**src/rtl/mdio_mgmt_slave.sv**
```systemverilog
// PHY-side MDIO management frame receiver/responder: it decodes write and read frames and
// drives turnaround and read data back to the master. Field widths and preamble length are parametrised.
module mdio_mgmt_slave #(
  parameter int DATA_W   = 16,
  parameter int REG_AW   = 5,
  parameter int PRE_LEN  = 32,
  parameter int BCAST_EN = 1
) (
  input  logic              MDC,
  input  logic              reset,
  input  logic              MDIO_OUT,
  input  logic              MDIO_OE,
  input  logic [4:0]        PHY_ADDR,
  input  logic [DATA_W-1:0] RD_DATA,
  output logic              MDIO_IN,
  output logic              MDIO_IN_OE,
  output logic [REG_AW-1:0] ADDR,
  output logic [DATA_W-1:0] WR_DATA,
  output logic              WR_STB,
  output logic              RD_STB,
  output logic              MDIO_DONE,
  output logic              FRAME_ERR,
  output logic              BUSY
);

  localparam int FMAX  = (DATA_W > REG_AW) ? DATA_W : REG_AW;
  localparam int SH_W  = (FMAX > 5) ? FMAX : 5;
  localparam int CNT_W = $clog2(SH_W) + 1;
  localparam int PC_W  = $clog2(PRE_LEN + 2);

  typedef enum logic [3:0] {
    IDLE, ST2, OP, PHYAD, REGAD, TA_W, WDATA, TA_R, RDATA, RDONE
  } state_t;

  state_t            state_q, state_d;
  logic [PC_W-1:0]   pre_cnt_q, pre_cnt_d;
  logic [CNT_W-1:0]  bit_cnt_q, bit_cnt_d;
  logic [SH_W-2:0]   sh_q, sh_d;
  logic [SH_W-1:0]   sh_next;
  logic              op_rd_q, op_rd_d;
  logic [DATA_W-1:0] rd_sr_q, rd_sr_d;
  logic [REG_AW-1:0] addr_q, addr_d;
  logic [DATA_W-1:0] wr_data_q, wr_data_d;
  logic              mdio_in_q, mdio_in_d;
  logic              mdio_in_oe_q, mdio_in_oe_d;
  logic              wr_stb_q, wr_stb_d;
  logic              rd_stb_q, rd_stb_d;
  logic              done_q, done_d;
  logic              err_q, err_d;
  logic              phy_hit;
  logic              master_state;

  // One shared shift register collects every master-driven field; the low bits hold the field just completed.
  assign sh_next      = {sh_q, MDIO_OUT};
  assign phy_hit      = (sh_next[4:0] == PHY_ADDR) || ((BCAST_EN != 0) && (sh_next[4:0] == 5'd0));
  assign master_state = state_q inside {ST2, OP, PHYAD, REGAD, TA_W, WDATA};

  always_comb begin
    state_d      = state_q;
    pre_cnt_d    = pre_cnt_q;
    bit_cnt_d    = bit_cnt_q + CNT_W'(1);
    sh_d         = sh_next[SH_W-2:0];
    op_rd_d      = op_rd_q;
    rd_sr_d      = rd_sr_q;
    addr_d       = addr_q;
    wr_data_d    = wr_data_q;
    mdio_in_d    = mdio_in_q;
    mdio_in_oe_d = mdio_in_oe_q;
    wr_stb_d     = 1'b0;
    rd_stb_d     = 1'b0;
    done_d       = 1'b0;
    err_d        = 1'b0;
    case (state_q)
      IDLE: begin
        bit_cnt_d = '0;
        if (!MDIO_OE) begin
          pre_cnt_d = '0;
        end else if (MDIO_OUT) begin
          if (pre_cnt_q != PC_W'(PRE_LEN)) pre_cnt_d = pre_cnt_q + PC_W'(1);
        end else begin
          pre_cnt_d = '0;
          if (pre_cnt_q == PC_W'(PRE_LEN)) state_d = ST2;
        end
      end
      ST2: begin
        bit_cnt_d = '0;
        if (MDIO_OUT) state_d = OP;
        else begin
          state_d = IDLE;
          err_d   = 1'b1;
        end
      end
      OP: begin
        if (bit_cnt_q != '0) begin
          bit_cnt_d = '0;
          case ({sh_q[0], MDIO_OUT})
            2'b01: begin op_rd_d = 1'b0; state_d = PHYAD; end
            2'b10: begin op_rd_d = 1'b1; state_d = PHYAD; end
            default: begin state_d = IDLE; err_d = 1'b1; end
          endcase
        end
      end
      PHYAD: begin
        if (bit_cnt_q == CNT_W'(4)) begin
          bit_cnt_d = '0;
          state_d   = phy_hit ? REGAD : IDLE;
        end
      end
      REGAD: begin
        if (bit_cnt_q == CNT_W'(REG_AW - 1)) begin
          bit_cnt_d = '0;
          addr_d    = sh_next[REG_AW-1:0];
          rd_stb_d  = op_rd_q;
          state_d   = op_rd_q ? TA_R : TA_W;
        end
      end
      TA_W: begin
        if (bit_cnt_q == '0) begin
          if (!MDIO_OUT) begin state_d = IDLE; err_d = 1'b1; end
        end else begin
          bit_cnt_d = '0;
          if (MDIO_OUT) begin state_d = IDLE; err_d = 1'b1; end
          else state_d = WDATA;
        end
      end
      WDATA: begin
        if (bit_cnt_q == CNT_W'(DATA_W - 1)) begin
          wr_data_d = sh_next[DATA_W-1:0];
          wr_stb_d  = 1'b1;
          done_d    = 1'b1;
          state_d   = IDLE;
        end
      end
      TA_R: begin
        bit_cnt_d    = '0;
        rd_sr_d      = RD_DATA;
        mdio_in_oe_d = 1'b1;
        mdio_in_d    = 1'b0;
        state_d      = RDATA;
      end
      RDATA: begin
        mdio_in_d = rd_sr_q[DATA_W-1];
        rd_sr_d   = rd_sr_q << 1;
        if (bit_cnt_q == CNT_W'(DATA_W - 1)) state_d = RDONE;
      end
      RDONE: begin
        mdio_in_oe_d = 1'b0;
        mdio_in_d    = 1'b0;
        done_d       = 1'b1;
        state_d      = IDLE;
      end
      default: state_d = IDLE;
    endcase
    // Master let go of the line mid-frame: abort without touching the register-file side.
    if (master_state && !MDIO_OE) begin
      state_d   = IDLE;
      err_d     = 1'b1;
      wr_stb_d  = 1'b0;
      rd_stb_d  = 1'b0;
      done_d    = 1'b0;
      addr_d    = addr_q;
      wr_data_d = wr_data_q;
    end
  end

  always_ff @(posedge MDC or posedge reset) begin
    if (reset) begin
      state_q      <= IDLE;
      pre_cnt_q    <= '0;
      bit_cnt_q    <= '0;
      sh_q         <= '0;
      op_rd_q      <= 1'b0;
      rd_sr_q      <= '0;
      addr_q       <= '0;
      wr_data_q    <= '0;
      mdio_in_q    <= 1'b0;
      mdio_in_oe_q <= 1'b0;
      wr_stb_q     <= 1'b0;
      rd_stb_q     <= 1'b0;
      done_q       <= 1'b0;
      err_q        <= 1'b0;
    end else begin
      state_q      <= state_d;
      pre_cnt_q    <= pre_cnt_d;
      bit_cnt_q    <= bit_cnt_d;
      sh_q         <= sh_d;
      op_rd_q      <= op_rd_d;
      rd_sr_q      <= rd_sr_d;
      addr_q       <= addr_d;
      wr_data_q    <= wr_data_d;
      mdio_in_q    <= mdio_in_d;
      mdio_in_oe_q <= mdio_in_oe_d;
      wr_stb_q     <= wr_stb_d;
      rd_stb_q     <= rd_stb_d;
      done_q       <= done_d;
      err_q        <= err_d;
    end
  end

  assign MDIO_IN    = mdio_in_q;
  assign MDIO_IN_OE = mdio_in_oe_q;
  assign ADDR       = addr_q;
  assign WR_DATA    = wr_data_q;
  assign WR_STB     = wr_stb_q;
  assign RD_STB     = rd_stb_q;
  assign MDIO_DONE  = done_q;
  assign FRAME_ERR  = err_q;
  assign BUSY       = (state_q != IDLE);

endmodule
```
**config.mk**
```make
export PLATFORM = sky130hd
export DESIGN_NAME = mdio_mgmt_slave
export DESIGN_NICKNAME = d
export VERILOG_FILES = /design/src/rtl/mdio_mgmt_slave.sv
export SDC_FILE = /design/constraint.sdc
export NUM_CORES = 1
export LEC_CHECK = 0
export BUFFER_PORTS_ARGS = -buffer_cell sky130_fd_sc_hd__buf_2
export CAP_MARGIN = 20
export CORE_AREA = 2 2 81 83
export DETAILED_ROUTE_END_ITERATION = 16
export DIE_AREA = 0 0 83 85
export PLACE_DENSITY = 0.88
export REMOVE_ABC_BUFFERS = 1
export SLEW_MARGIN = 0
export SYNTH_ARGS = -nofsm -noshare
export SYNTH_HDL_FRONTEND = slang
export SYNTH_SLANG_ARGS = --single-unit
```
**constraint.sdc**
```tcl
create_clock -name MDC -period 2.85 [get_ports MDC]
set_input_delay 0.4275 -clock MDC [delete_from_list [all_inputs] [get_ports MDC]]
set_output_delay 0.4275 -clock MDC [all_outputs]
set_load 0.02 [all_outputs]
```
==> impl_results.md <==
* Clock Sink Count at 74
* Setup violators final at 0
* Rel. slew slack at 58.8%
* Core Rows at 29
* Total CTS buffers at 9
* DRT antenna net count at 0
* DR vias/cell at about 5.5
* IO buf count at 52
* Later-pin clock latency in the skew report at approximately 0.35 ns
* Dpl hpwl at ~4.7 mm
* Max-slew violations at 0
* Average cell area after synthesis at about 11 sq um
* Max Clock Freq at ~450 MHz
* Synthesis-to-finish area growth at 15.4%
* Final hold slack at roughly 0.076 ns
* Largest cells by area after synthesis: dfrtp_1 55%, mux2_2 8.0%, mux2i_1 4.7%
* Post-CTS resize count at 0
* # diodes at 0
* WL/cell at roughly 15 um
* Setup bufs post-CTS at 0
* Synth Flop Type: dfrtp_1
* DRC at 0
* Worst flop-to-flop path startpoint: bit_cnt_q[0]$_DFF_PP0_
* Final Cycle Share at just under 80%
* RSZ-0062 raised after global routing: false
* Die W at roughly 83 um
* Synth warnings at 0
* #FFs+latches synth at 74
* Worst flop-to-flop path endpoint: WR_DATA[8]$_DFFE_PP0P_
* Lkg Pwr at roughly 2.0 nW
* CP Launch Point: state_q[1]$_DFFE_PP0P_
* Clock skew at roughly 0.013 ns
* Crit path kind: flip-flop to primary output
* DR iter-0 viols at 173
* Layout cells sized above 1 at between 30% and 40%
* Starting Density at between 50% and 60%
* Router iterations before antenna repair at 4
* Post-synthesis cell area at 3390 sq um
* Overflow after GRT at 0
* Global-route wire length before repair at 11.4 mm
* DR vias at 2421
* Post-synth top area share at a little over half
* Crit Path Max Fanout at 18
* Gpl congestion at around 0.9
* Max-cap viol count at 0
* Worst endpoint data arrival time at 1.80 ns
* Fin. Hold Viols at 0
* Max rail drop VDD at approximately 0.43 mV
* Number of synthesized flops with an enable pin at 0
* Final setup TNS at 0 ns
* Die H at 85 um
* GRT Total Usage at roughly a fifth
* Cell Pwr Density at a little under 500 nW/um^2
* Core area at 6200 sq um
* Die area at between 7000 and 8000 sq um
* Worst endpoint required time at 2.42 ns
* CTS tree: done
* Minimum clock period at approximately 2.2 ns
* CP Launch Type: flip-flop
* Outcome: completed
* Seq/Total Area, Yosys at a little over half
* Post-synth top cells: 74 x dfrtp_1, 33 x nor2_1, 24 x mux2_2
* R2R cell count at 7
* Hold buffers post-CTS at 0
* Clock slew seen by the registers of the worst setup and hold paths at 0.09 ns
* Root buffer cell: clkbuf_8
* Post-Syn Instances at ~300
* Antenna violations before repair at 0
* Worst setup EP type: primary output
* Yosys cell types at 50
* I/O pin count at between 50 and 60
* Drt total wl at approximately 6.6 mm
* H-tree levels at 3
* Slew @ Worst Pin at just over 0.6 ns
* Asr flop ratio synth at 100%
* Vias in the first global route at about 2400
* # nets final at between 300 and 400
* Most frequent cell after synthesis: dfrtp_1
* Largest area contributor in the netlist: dfrtp_1
* CTS Buffer Depth at 2
* Worst Hold Class: input port to asynchronous set/reset pin
* Largest net degree at the start of global routing at 30
* FF-to-FF setup slack at ~0.64 ns
==> cell type report <==
cell class                 instances  area, sq um
timing repair buffer              60          320
inverter                          13         48.8
fill                             459         2300
clock buffer                       9          124
clock inverter                     7         60.1
sequential                        74         1850
multi-input combinational        198         1410
tap                               77         96.3
==> critical path, cell delays in order, from the launching register on <==
cell     delay [ns]
dfrtp_1        0.57
or2_4          0.38
nor3_2         0.20
inv_2          0.12
buf_2          0.18
==> cell usage in the layout (no fill, tap or decap), types with 3 or more instances in the layout <==
| cell type | instances |
|---|---|
| clkinvlp_4 | 3 |
| xor2_1 | 3 |
| nand2b_1 | 3 |
| nor2b_1 | 4 |
| nand2_1 | 13 |
| o22ai_1 | 5 |
| ha_1 | 8 |
| a21oi_1 | 23 |
| nand3_1 | 6 |
| mux2_2 | 24 |
| buf_2 | 52 |
| clkbuf_8 | 9 |
| xnor2_1 | 4 |
| buf_4 | 8 |
| nor2_1 | 33 |
| o21ai_0 | 12 |
| nor3_1 | 6 |
| nand4_1 | 4 |
| inv_1 | 11 |
| mux2i_1 | 16 |
| nand3b_1 | 3 |
| dfrtp_1 | 74 |
==> worst max path at each step <==
stage                                         end  cells past startpoint
after global routing       WR_DATA[5]$_DFFE_PP0P_                      7
after global placement    WR_DATA[10]$_DFFE_PP0P_                      7
after CTS                  WR_DATA[9]$_DFFE_PP0P_                      7
after detailed placement   WR_DATA[0]$_DFFE_PP0P_                      7
after floorplan               ADDR[0]$_DFFE_PP0P_                      1
final                                        BUSY                      4
==> power by group <==
| part | internal, W | switching (W) | leakage [nW] |
|---|---|---|---|
| Combinational | 0.0000267 | 0.0000427 | 0.953 |
| Clock | 0.000329 | 0.000416 | 0.0844 |
| Sequential | 0.00106 | 0.0000105 | 0.933 |
==> kinds of logic after synthesis <==
group | share of synthesized area [%]
compound gates | 9.75
simple gates | 14.3
xor+xnor | 1.81
fa+ha+maj | 2.96
flops | 54.7
buf+inv | 3.77
mux | 12.7
==> layer usage <==
metal  track usage [%]  up-vias  routed length, um
li1                  -     1162                  -
met1              25.6     1167               2730
met2              33.9       83               3280
met3              7.10        9                470
met4              5.07        0                 71
met5                 0        -                  0
==> sequential cells by signal (all words and copies together), names as in the netlist, 4 cells and up <==
signal     flops
ADDR           5
WR_DATA       16
sh_q          15
rd_sr_q       16
state_q        4
bit_cnt_q      5
pre_cnt_q      6
==> metrics by stage <==
step	total power (W)	cells	cell area [sq um]	setup slack (ns)	util, %
detailed placement	0.00116	422	3720	0.616	60.0
floorplan	0.00113	285	3310	0.541	-
global route	0.00197	438	3910	0.451	63.0
CTS	0.00191	438	3910	0.605	63.0
global placement	0.00116	422	3720	0.680	60.0
finish	0.00189	438	3910	0.627	63.0
Power figures use the tool's default switching activity.
